===== src/rtl/lab4_sys_refill_arb_pkg.sv =====
// Shared types and helpers for the lab4 refill arbiter: memory message structs,
// FSM state enum and the opaque-field requester-ID slice helpers.
package lab4_sys_refill_arb_pkg;

    localparam int unsigned OPQ_W  = 8;
    localparam int unsigned TYPE_W = 3;
    localparam int unsigned ADDR_W = 32;
    localparam int unsigned LEN_W  = 4;
    localparam int unsigned DATA_W = 128;
    localparam int unsigned TEST_W = 2;

    localparam logic [TYPE_W-1:0] MEM_TYPE_READ  = 3'd0;
    localparam logic [TYPE_W-1:0] MEM_TYPE_WRITE = 3'd1;
    localparam logic [TYPE_W-1:0] MEM_TYPE_INIT  = 3'd2;

    typedef struct packed {
        logic [TYPE_W-1:0] typ;
        logic [OPQ_W-1:0]  opaque;
        logic [ADDR_W-1:0] addr;
        logic [LEN_W-1:0]  len;
        logic [DATA_W-1:0] data;
    } mem_req_16B_t;

    typedef struct packed {
        logic [TYPE_W-1:0] typ;
        logic [OPQ_W-1:0]  opaque;
        logic [TEST_W-1:0] test;
        logic [LEN_W-1:0]  len;
        logic [DATA_W-1:0] data;
    } mem_resp_16B_t;

    typedef enum logic {IDLE, LOCKED} arb_state_e;

    // Number of opaque MSBs used to carry the requester ID.
    function automatic int unsigned id_width(input int unsigned nreq);
        return (nreq <= 2) ? 1 : $clog2(nreq);
    endfunction

    // Requester ID held in the top idw bits of the opaque field, right-aligned.
    function automatic logic [OPQ_W-1:0] opq_get_id(input logic [OPQ_W-1:0] opq,
                                                     input int unsigned      idw);
        return opq >> (OPQ_W - idw);
    endfunction

    // Replace the top idw bits of the opaque field with the right-aligned id.
    function automatic logic [OPQ_W-1:0] opq_set_id(input logic [OPQ_W-1:0] opq,
                                                     input logic [OPQ_W-1:0] id,
                                                     input int unsigned      idw);
        logic [OPQ_W-1:0] keep;
        keep = {OPQ_W{1'b1}} >> idw;
        return (opq & keep) | OPQ_W'(id << (OPQ_W - idw));
    endfunction

endpackage


===== src/rtl/lab4_sys_refill_arbiter_if.sv =====
// Bus bundle of the refill arbiter: NREQ cache-side request/response channels
// plus the single memory-side channel. The arbiter uses the slave modport.
interface lab4_sys_refill_arbiter_if #(
    parameter int unsigned NREQ = 2
);
    import lab4_sys_refill_arb_pkg::*;

    mem_req_16B_t    in_req_msg  [NREQ];
    logic [NREQ-1:0] in_req_val;
    logic [NREQ-1:0] in_req_rdy;
    mem_resp_16B_t   in_resp_msg [NREQ];
    logic [NREQ-1:0] in_resp_val;
    logic [NREQ-1:0] in_resp_rdy;

    mem_req_16B_t    out_req_msg;
    logic            out_req_val;
    logic            out_req_rdy;
    mem_resp_16B_t   out_resp_msg;
    logic            out_resp_val;
    logic            out_resp_rdy;

    modport slave (
        input  in_req_msg, in_req_val, in_resp_rdy,
               out_req_rdy, out_resp_msg, out_resp_val,
        output in_req_rdy, in_resp_msg, in_resp_val,
               out_req_msg, out_req_val, out_resp_rdy
    );

    modport master (
        output in_req_msg, in_req_val, in_resp_rdy,
               out_req_rdy, out_resp_msg, out_resp_val,
        input  in_req_rdy, in_resp_msg, in_resp_val,
               out_req_msg, out_req_val, out_resp_rdy
    );

endinterface


===== src/rtl/lab4_sys_rr_arbiter.sv =====
// Round-robin pick: first eligible requester at or after rr_ptr (wrapping),
// plus the pointer value to load once the granted request actually fires.
module lab4_sys_rr_arbiter #(
    parameter int unsigned NREQ = 2,
    parameter int unsigned PW   = 1
) (
    input  logic [NREQ-1:0] eligible,
    input  logic [PW-1:0]   rr_ptr,
    input  logic            fire,
    input  logic [PW-1:0]   fire_idx,
    output logic [NREQ-1:0] grant,
    output logic [PW-1:0]   grant_idx,
    output logic            any,
    output logic [PW-1:0]   ptr_next
);

    int unsigned idx;
    int unsigned nxt;

    always_comb begin
        grant     = '0;
        grant_idx = '0;
        any       = 1'b0;
        idx       = 0;
        nxt       = 0;
        for (int unsigned k = 0; k < NREQ; k++) begin
            idx = 32'(rr_ptr) + k;
            if (idx >= NREQ) idx = idx - NREQ;
            if (!any && eligible[PW'(idx)]) begin
                any               = 1'b1;
                grant[PW'(idx)]   = 1'b1;
                grant_idx         = PW'(idx);
            end
        end
        nxt = 32'(fire_idx) + 1;
        if (nxt >= NREQ) nxt = 0;
        ptr_next = fire ? PW'(nxt) : rr_ptr;
    end

endmodule


===== src/rtl/lab4_sys_refill_arbiter.sv =====
// Shares one 16B memory port among NREQ refill ports; requester ID rides in the
// opaque MSBs. Define LAB4_SYS_REFILL_ARB_OUTBUF_EN for a registered out_req buffer.
module lab4_sys_refill_arbiter
    import lab4_sys_refill_arb_pkg::*;
#(
    parameter int unsigned NREQ = 2
) (
    input  logic                        clk,
    input  logic                        reset,
    lab4_sys_refill_arbiter_if.slave    bus,
    output logic                        route_err
);

    localparam int unsigned IDW = id_width(NREQ);

    arb_state_e         state;
    arb_state_e         state_next;
    logic [IDW-1:0]     rr_ptr;
    logic [IDW-1:0]     ptr_next;
    logic [IDW-1:0]     arb_idx;
    logic [IDW-1:0]     win_idx;
    logic [NREQ-1:0]    arb_grant;
    logic [NREQ-1:0]    win_onehot;
    logic [NREQ-1:0]    eligible;
    logic [NREQ-1:0]    outstanding;
    logic [NREQ-1:0]    set_os;
    logic [NREQ-1:0]    clr_os;
    logic [OPQ_W-1:0]   saved_opq [NREQ];
    logic               arb_any;
    logic               accept;
    mem_req_16B_t       win_msg;

    assign eligible = bus.in_req_val & ~outstanding;

    lab4_sys_rr_arbiter #(.NREQ(NREQ), .PW(IDW)) u_rr (
        .eligible  (eligible),
        .rr_ptr    (rr_ptr),
        .fire      (accept),
        .fire_idx  (win_idx),
        .grant     (arb_grant),
        .grant_idx (arb_idx),
        .any       (arb_any),
        .ptr_next  (ptr_next)
    );

    // Winner's message with its ID stamped into the opaque MSBs.
    always_comb begin
        win_msg        = bus.in_req_msg[win_idx];
        win_msg.opaque = opq_set_id(win_msg.opaque, OPQ_W'(win_idx), IDW);
    end

`ifdef LAB4_SYS_REFILL_ARB_OUTBUF_EN
    mem_req_16B_t buf_msg;
    logic         buf_val;

    // The buffer holds the message stable, so the FSM never leaves IDLE.
    always_comb begin
        state_next = IDLE;
        win_idx    = arb_idx;
        win_onehot = arb_grant;
        accept     = arb_any & (~buf_val | bus.out_req_rdy) & ~reset;
    end

    always_ff @(posedge clk) begin
        if (reset) begin
            buf_val <= 1'b0;
            buf_msg <= '0;
        end else if (accept) begin
            buf_val <= 1'b1;
            buf_msg <= win_msg;
        end else if (bus.out_req_rdy) begin
            buf_val <= 1'b0;
        end
    end

    assign bus.out_req_val = buf_val & ~reset;
    assign bus.out_req_msg = buf_msg;
`else
    logic [IDW-1:0] grant_q;
    logic           req_valid;

    // While LOCKED only the stalled winner is presented until memory takes it.
    always_comb begin
        state_next = state;
        win_idx    = arb_idx;
        win_onehot = arb_grant;
        req_valid  = arb_any;
        if (state == LOCKED) begin
            win_idx             = grant_q;
            win_onehot          = '0;
            win_onehot[grant_q] = 1'b1;
            req_valid           = bus.in_req_val[grant_q];
        end
        accept = req_valid & bus.out_req_rdy & ~reset;
        case (state)
            IDLE:    if (req_valid && !bus.out_req_rdy) state_next = LOCKED;
            LOCKED:  if (accept || !req_valid)          state_next = IDLE;
            default:                                    state_next = IDLE;
        endcase
    end

    always_ff @(posedge clk) begin
        if (reset)                                    grant_q <= '0;
        else if (state == IDLE && state_next == LOCKED) grant_q <= win_idx;
    end

    assign bus.out_req_val = req_valid & ~reset;
    assign bus.out_req_msg = win_msg;
`endif

    always_comb begin
        set_os = '0;
        if (accept) set_os = win_onehot;
    end

    assign bus.in_req_rdy = set_os;

    // Response demux: route by ID only when that requester really has one in flight.
    logic [OPQ_W-1:0] resp_id;
    logic [NREQ-1:0]  resp_hit;
    logic             resp_rdy_sel;
    logic             id_ok;
    logic             resp_fire;
    mem_resp_16B_t    resp_msg [NREQ];

    always_comb begin
        resp_id      = opq_get_id(bus.out_resp_msg.opaque, IDW);
        resp_hit     = '0;
        resp_rdy_sel = 1'b1;
        for (int unsigned i = 0; i < NREQ; i++) begin
            resp_msg[i]        = bus.out_resp_msg;
            resp_msg[i].opaque = opq_set_id(bus.out_resp_msg.opaque, saved_opq[i], IDW);
            if (resp_id == OPQ_W'(i) && outstanding[i]) begin
                resp_hit[i]  = 1'b1;
                resp_rdy_sel = bus.in_resp_rdy[i];
            end
        end
        id_ok = |resp_hit;
    end

    for (genvar g = 0; g < NREQ; g++) begin : g_resp
        assign bus.in_resp_msg[g] = resp_msg[g];
    end

    assign bus.out_resp_rdy = ~reset & (id_ok ? resp_rdy_sel : 1'b1);
    assign bus.in_resp_val  = (bus.out_resp_val & ~reset) ? resp_hit : '0;
    assign resp_fire        = bus.out_resp_val & bus.out_resp_rdy;
    assign clr_os           = (resp_fire && id_ok) ? resp_hit : '0;

    always_ff @(posedge clk) begin
        if (reset) begin
            state       <= IDLE;
            rr_ptr      <= '0;
            outstanding <= '0;
            route_err   <= 1'b0;
            for (int unsigned i = 0; i < NREQ; i++) saved_opq[i] <= '0;
        end else begin
            state       <= state_next;
            rr_ptr      <= ptr_next;
            outstanding <= (outstanding & ~clr_os) | set_os;
            if (accept) saved_opq[win_idx] <= opq_get_id(bus.in_req_msg[win_idx].opaque, IDW);
            if (bus.out_resp_val && !id_ok) route_err <= 1'b1;
        end
    end

endmodule

===== src/flat_wrapper.sv =====
// flat-port wrapper written by rule: the top's interface ports become plain ports
module lab4_sys_refill_arbiter_flat import lab4_sys_refill_arb_pkg::*;
#(
    parameter int unsigned NREQ = 2
)
  (clk, reset, route_err, bus_in_req_msg, bus_in_req_val, bus_in_resp_rdy, bus_out_req_rdy, bus_out_resp_msg, bus_out_resp_val, bus_in_req_rdy, bus_in_resp_msg, bus_in_resp_val, bus_out_req_msg, bus_out_req_val, bus_out_resp_rdy);
  lab4_sys_refill_arbiter_if #(.NREQ(NREQ)) bus_i ();
  input  logic clk;
  input  logic reset;
  output logic route_err;
  input wire logic [$bits(bus_i.in_req_msg)-1:0] bus_in_req_msg;
  input wire logic [$bits(bus_i.in_req_val)-1:0] bus_in_req_val;
  input wire logic [$bits(bus_i.in_resp_rdy)-1:0] bus_in_resp_rdy;
  input wire logic [$bits(bus_i.out_req_rdy)-1:0] bus_out_req_rdy;
  input wire logic [$bits(bus_i.out_resp_msg)-1:0] bus_out_resp_msg;
  input wire logic [$bits(bus_i.out_resp_val)-1:0] bus_out_resp_val;
  output wire logic [$bits(bus_i.in_req_rdy)-1:0] bus_in_req_rdy;
  output wire logic [$bits(bus_i.in_resp_msg)-1:0] bus_in_resp_msg;
  output wire logic [$bits(bus_i.in_resp_val)-1:0] bus_in_resp_val;
  output wire logic [$bits(bus_i.out_req_msg)-1:0] bus_out_req_msg;
  output wire logic [$bits(bus_i.out_req_val)-1:0] bus_out_req_val;
  output wire logic [$bits(bus_i.out_resp_rdy)-1:0] bus_out_resp_rdy;
  assign bus_i.in_req_msg = {>>{bus_in_req_msg}};
  assign bus_i.in_req_val = bus_in_req_val;
  assign bus_i.in_resp_rdy = bus_in_resp_rdy;
  assign bus_i.out_req_rdy = bus_out_req_rdy;
  assign bus_i.out_resp_msg = bus_out_resp_msg;
  assign bus_i.out_resp_val = bus_out_resp_val;
  assign bus_in_req_rdy = bus_i.in_req_rdy;
  assign bus_in_resp_msg = {>>{bus_i.in_resp_msg}};
  assign bus_in_resp_val = bus_i.in_resp_val;
  assign bus_out_req_msg = bus_i.out_req_msg;
  assign bus_out_req_val = bus_i.out_req_val;
  assign bus_out_resp_rdy = bus_i.out_resp_rdy;
  lab4_sys_refill_arbiter #(.NREQ(NREQ)) u_core (.clk(clk), .reset(reset), .bus(bus_i), .route_err(route_err));
endmodule

===== config.mk =====
export PLATFORM = sky130hd
export DESIGN_NAME = lab4_sys_refill_arbiter_flat
export DESIGN_NICKNAME = d
export VERILOG_FILES = /design/src/rtl/lab4_sys_refill_arb_pkg.sv /design/src/rtl/lab4_sys_refill_arbiter_if.sv /design/src/rtl/lab4_sys_rr_arbiter.sv /design/src/rtl/lab4_sys_refill_arbiter.sv /design/src/flat_wrapper.sv
export SDC_FILE = /design/constraint.sdc
export NUM_CORES = 1
export LEC_CHECK = 0
export CAP_MARGIN = 20
export CORE_AREA = 2 2 384 386
export CTS_BUF_LIST = sky130_fd_sc_hd__clkbuf_8
export DETAILED_ROUTE_END_ITERATION = 8
export DIE_AREA = 0 0 386 388
export PLACE_DENSITY = 0.3
export SKIP_CTS_REPAIR_TIMING = 1
export SLEW_MARGIN = 20
export SYNTH_ARGS = -nofsm -noshare
export SYNTH_HDL_FRONTEND = slang
export SYNTH_SLANG_ARGS = --single-unit
export TNS_END_PERCENT = 10

===== constraint.sdc =====
create_clock -name clk -period 5.44 [get_ports clk]
set_input_delay 1.088 -clock clk [delete_from_list [all_inputs] [get_ports clk]]
set_output_delay 1.088 -clock clk [all_outputs]
set_load 0.005 [all_outputs]

* Word level (Yosys, flattened, before mapping)
Memories as Yosys holds them, arrays and structs flattened. Index checks and enable logic that the tools add are counted. W data, S select, Z words.
Cells by class: bitwise operators 18, order comparisons 10, $add $sub $neg 4, reductions and logical operators 18, mux-type cells 46
Operators by type and width (number):
- $mux W175 | 3
- $mux W1 | 33
- $or A7 B8 Y8 | 3
- $mux W2 | 6
- $logic_and A1 B1 Y1 | 10
- $logic_not A8 Y1 | 1
- $and A1 B1 Y1 | 6
- $ge A2 B2 Y1 const B | 3
- $lt A1 B2 Y1 const B | 3
- $add A1 B1 Y2 const B | 2
- $and A2 B2 Y2 | 2
- $logic_not A1 Y1 | 4
- $not A2 Y2 | 2
- $or A2 B2 Y2 | 2
- $demux W1 S1 | 3
- $ge A1 B1 Y1 const B | 3
- $ge A1 B2 Y1 const B | 1
- $not A1 Y1 | 2
- $not A1 Y2 | 1
- $pmux W1 S2 | 1
- $reduce_or A2 Y1 | 1
- $sub A1 B1 Y1 const B | 2
- $logic_or A1 B1 Y1 | 1
- $reduce_or A1 Y1 | 1
Word-level totals: memories kept 1, input port bits 503, output and inout bits 472, memory bits (writable) 2, register bits 6, word-level logic and storage cells 102
Memory list:
- u_core.saved_opq | depth 2, width 1, rd ports 2, clocked after memory_dff 0, write ports 2, line lab4_sys_refill_arbiter.sv:28 | logic [OPQ_W-1:0] saved_opq [NREQ];

* Depth between registers and ports, before layout
word-level depth 16, depth in mapped cells 6, mapped depth without buffers 3

* Modules after synthesis
From an unflattened synthesis, not the netlist that was laid out.
Unflattened totals: cell total of the unflattened synthesis 909, area, all modules 4825.9 um^2
By module, submodules not included:
- lab4_sys_refill_arbiter | seq. area each 180.2 um^2, instances 1, area each 4783.3 um^2, cells each 903
- lab4_sys_rr_arbiter | seq. area each 0.0 um^2, instances 1, area each 42.5 um^2, cells each 6

* Worst setup path after synthesis
OpenSTA, ideal clock, no wires.
path kind input -> output, start input bus_in_req_val[0], end output bus_out_req_msg[0], path buffers 2, path slack 2.149 ns, cell stages on the path 5, arrival time 2.203 ns, data required time 4.352 ns, cells stage by stage nor3b_2 o31ai_4 buf_6 buf_6 mux2_2
Between the ends: cells in the longest elaborated chain, start to end 12, elaborated cells between the ends (all ways) 15, classes of those cells 11 x mux; 2 x bitwise; 2 x reduce/logical
RTL lines:
- from (decl) | line flat_wrapper.sv:12 | input wire logic [$bits(bus_i.in_req_val)-1:0] bus_in_req_val;
- $and A2 B2 Y2 * | line lab4_sys_refill_arbiter.sv:33 | assign eligible = bus.in_req_val & ~outstanding;
- $mux W1 (implied by the code) (2 in a row) | line lab4_sys_rr_arbiter.sv:29 | if (!any && eligible[PW'(idx)]) begin
- $mux W1 | line lab4_sys_rr_arbiter.sv:29
- $logic_not A1 Y1 | line lab4_sys_rr_arbiter.sv:29
- $logic_and A1 B1 Y1 | line lab4_sys_rr_arbiter.sv:29
- $mux W1 * | line lab4_sys_rr_arbiter.sv:29
- $mux W1 * | line lab4_sys_refill_arbiter.sv:88 | if (state == LOCKED) begin
- $not A1 Y2 (implied by the code) * | line lab4_sys_refill_arbiter.sv:48 | win_msg = bus.in_req_msg[win_idx];
- $mux W175 (implied by the code) * | line lab4_sys_refill_arbiter.sv:48
- $mux W175 * (2 in a row)
- to (decl) | line flat_wrapper.sv:20 | output wire logic [$bits(bus_i.out_req_msg)-1:0] bus_out_req_msg;
Mark *: on every way between the ends. The rest lies on a longest branch, timed or not. The select of a mux whose other input is x is not followed.

* Worst setup path in the final report
start input bus_in_req_val[1], end output bus_out_req_msg[105]
The elaborated chain is that of the path after synthesis.

==> metrics.txt <==
outcome finished, final reports clean; final worst-path cycle share between 90% and 100%; vias in the first global route between 5000 and 6000; clk sinks 8; CP Class input pin to primary output; Psw roughly 440 uW; Period minus WS final 4.97 ns; row count 140; first-pass GRT wire length around 67000 um; Comb pwr share between 80 and 90%; Int Pwr 718 uW; hold wc startpoint u_core.rr_ptr; RSZ-0062 raised after global routing false; post-layout util under 10%; Synth area leader buf_4; Die Y 388 um; Bufs on Longest Clock Path 2; final hold violations 0; DIE AREA around 0.15 mm2; EDFF count, synth 2; hold slack 0.510 ns; Worst-Skew Late Latency about 0.23 ns; Clock Pin Slew Worst Setup and Hold Paths approximately 0.040 ns; gr ovfl total 0; pre-CTS setup slack around 0.44 ns; Area Overhead vs Synth 116%; DRC Markers 0; Worst EP arrival roughly 3.9 ns; syn nets roughly 1000; via density per instance 1.82; register bit total from synthesis 8; IO Count 975; Setup Viol. Count Final 0; # nets final ~1300; switch share between 30% and 40%; first drt pass iteration count 4; via count just under 5000; Leak about 3.1 nW; Final Wtd Congestion just over 0.8; root buffer cell clkbuf_8; Post-synth ARST share 0%; clk_skew roughly 0.0059 ns; DP Wirelength between 50000 and 60000 um; PnR worst setup slack between 0.4 and 0.5 ns; Worst Path Required 4.35 ns; Worst setup EP type primary output; sequential share of power under 10%; crit path launch bus_in_req_val[1]; wirelength, routed roughly 57000 um; number of fill cells 17000; Max IR drop VDD 0.0729 mV; cell area after synthesis between 0.004 and 0.005 mm2; sequential area share after synthesis roughly 3.7%; share of cells above drive strength 1 22.3%; TritonCTS Buffers 3; Starting DRT DRC Count approximately 140; path type of the worst min-delay path register to register; Slew Viols, Final 0; Synth cell types 33; setup TNS 0 ns; pwr dens roughly 110 mW/mm2; number of port buffers 542; Antenna Nets Post-Route 0; critical path peak fanout 64; antenna violations before repair 13; slew margin rel. a little under two thirds; core area 0.145 mm2; syn avg cell area between 8 and 9 um2; synthesized netlist cell count ~540; CTS tree done; dominant synthesized flop cell dfxtp_1; largest net degree at the start of global routing between 60 and 70; Starting Density roughly 3.3%; max frequency approximately 200 MHz; Max-Cap Viols 0; area fraction of the dominant cell type after synthesis ~45%; critical path launch point type input pin; RR Startpoint u_core.state; worst hold path depth 2; clock power share about 6.6%; top post-synthesis cells by area buf_4 45%, mux2_2 27%, mux2_1 14%, buf_6 4.2%, dfxtp_1 2.5%; Die Wd between 300 and 400 um; Worst Tran Pin Value between 0.5 and 0.6 ns; deepest level of the CTS H-tree 1; Yosys Warn Count 0; depth of the worst register-to-register path 3; wire per inst approximately 21 um; gr usage total under 10%
==> synthesized netlist by cell type, types with 2 or more instances <==
cell type  count
o21ai_0        2
nand2_1        4
buf_6         18
edfxtp_1       2
dfxtp_1        6
mux2_2       116
a211oi_1       3
inv_1          4
nor2_1         6
buf_4        291
nand2b_1       7
nand3_1        2
mux2_1        59
buf_2          2
==> final timing paths <==
check	end	slack [ns]
worst max-delay path	bus_out_req_msg[105]	0.47
worst max register to register	u_core.saved_opq[0]	3.56
worst min-delay path	u_core.rr_ptr	0.51
worst min register to register	u_core.rr_ptr	0.51
==> cell type report <==
cell class                 instances  area, um2  area share, %
antenna                            3       7.51         0.0717
sequential                         8        180           1.72
clock buffer                       3       41.3          0.394
timing repair buffer             550       5570           53.1
multi-input combinational        217       2260           21.6
clock inverter                     1       3.75         0.0358
tap                             1917       2400           22.9
inverter                           4       15.0          0.143
==> per-stage QoR <==
step / cells / area, um2 / power, mW
3_5_place_dp: 2696 / 10400 / 1.13
2_1_floorplan: 541 / 4860 / 0.505
3_3_place_gp: 2696 / 10400 / 1.14
5_1_grt: 2700 / 10500 / 1.24
4_1_cts: 2700 / 10500 / 1.21
6_report: 2703 / 10500 / 1.15
==> critical path, cell delays in order <==
cell,delay [ns]
clkdlybuf4s50_1,0.54
nand2b_1,0.19
o31ai_4,0.28
buf_12,0.20
buf_12,0.28
mux2_1,0.55
clkdlybuf4s50_1,0.55
==> state kept, by name, summed over array words and instances, names as in the netlist <==
register and cells:
u_core.outstanding 2, u_core.saved_opq 2, u_core.route_err 1, u_core.rr_ptr 1
u_core.state 1, u_core.grant_q 1
==> per-layer routing <==
metal  up-vias  GRT usage (%)  routed length (um)
li1       2011              -                   -
met1      2266           7.84               21700
met2       557           11.8               26200
met3        77           3.73                7780
met4        12           1.03                 785
met5         -          0.487                 157
==> placed cells by master, fill, tap and decap left out, types with 4 or more instances in the layout <==
cell type        instances
clkdlybuf4s50_1        499
mux2_2                 116
mux2_1                  59
buf_4                   36
buf_12                  15
nand2b_1                 7
nor2_1                   6
dfxtp_1                  6
inv_1                    5
nand2_1                  4
==> power groups by stage <==
stage	Combinational (mW)	Clock [mW]	Sequential [mW]
after global placement	1.06	0	0.0716
after CTS	1.06	0.0795	0.0702
final	1.01	0.0760	0.0703
after detailed placement	1.05	0	0.0713
after floorplan	0.436	0	0.0689
after global routing	1.08	0.0816	0.0707
==> logic make-up after synthesis <==
logic type / count (synthesis) / share of synthesized area (%)
compound gates: 14 / 2.32
buf+inv: 316 / 49.7
flops: 8 / 3.71
mux: 177 / 41.1
simple gates: 26 / 3.22
No activity file was read; power rests on OpenSTA's default activity.
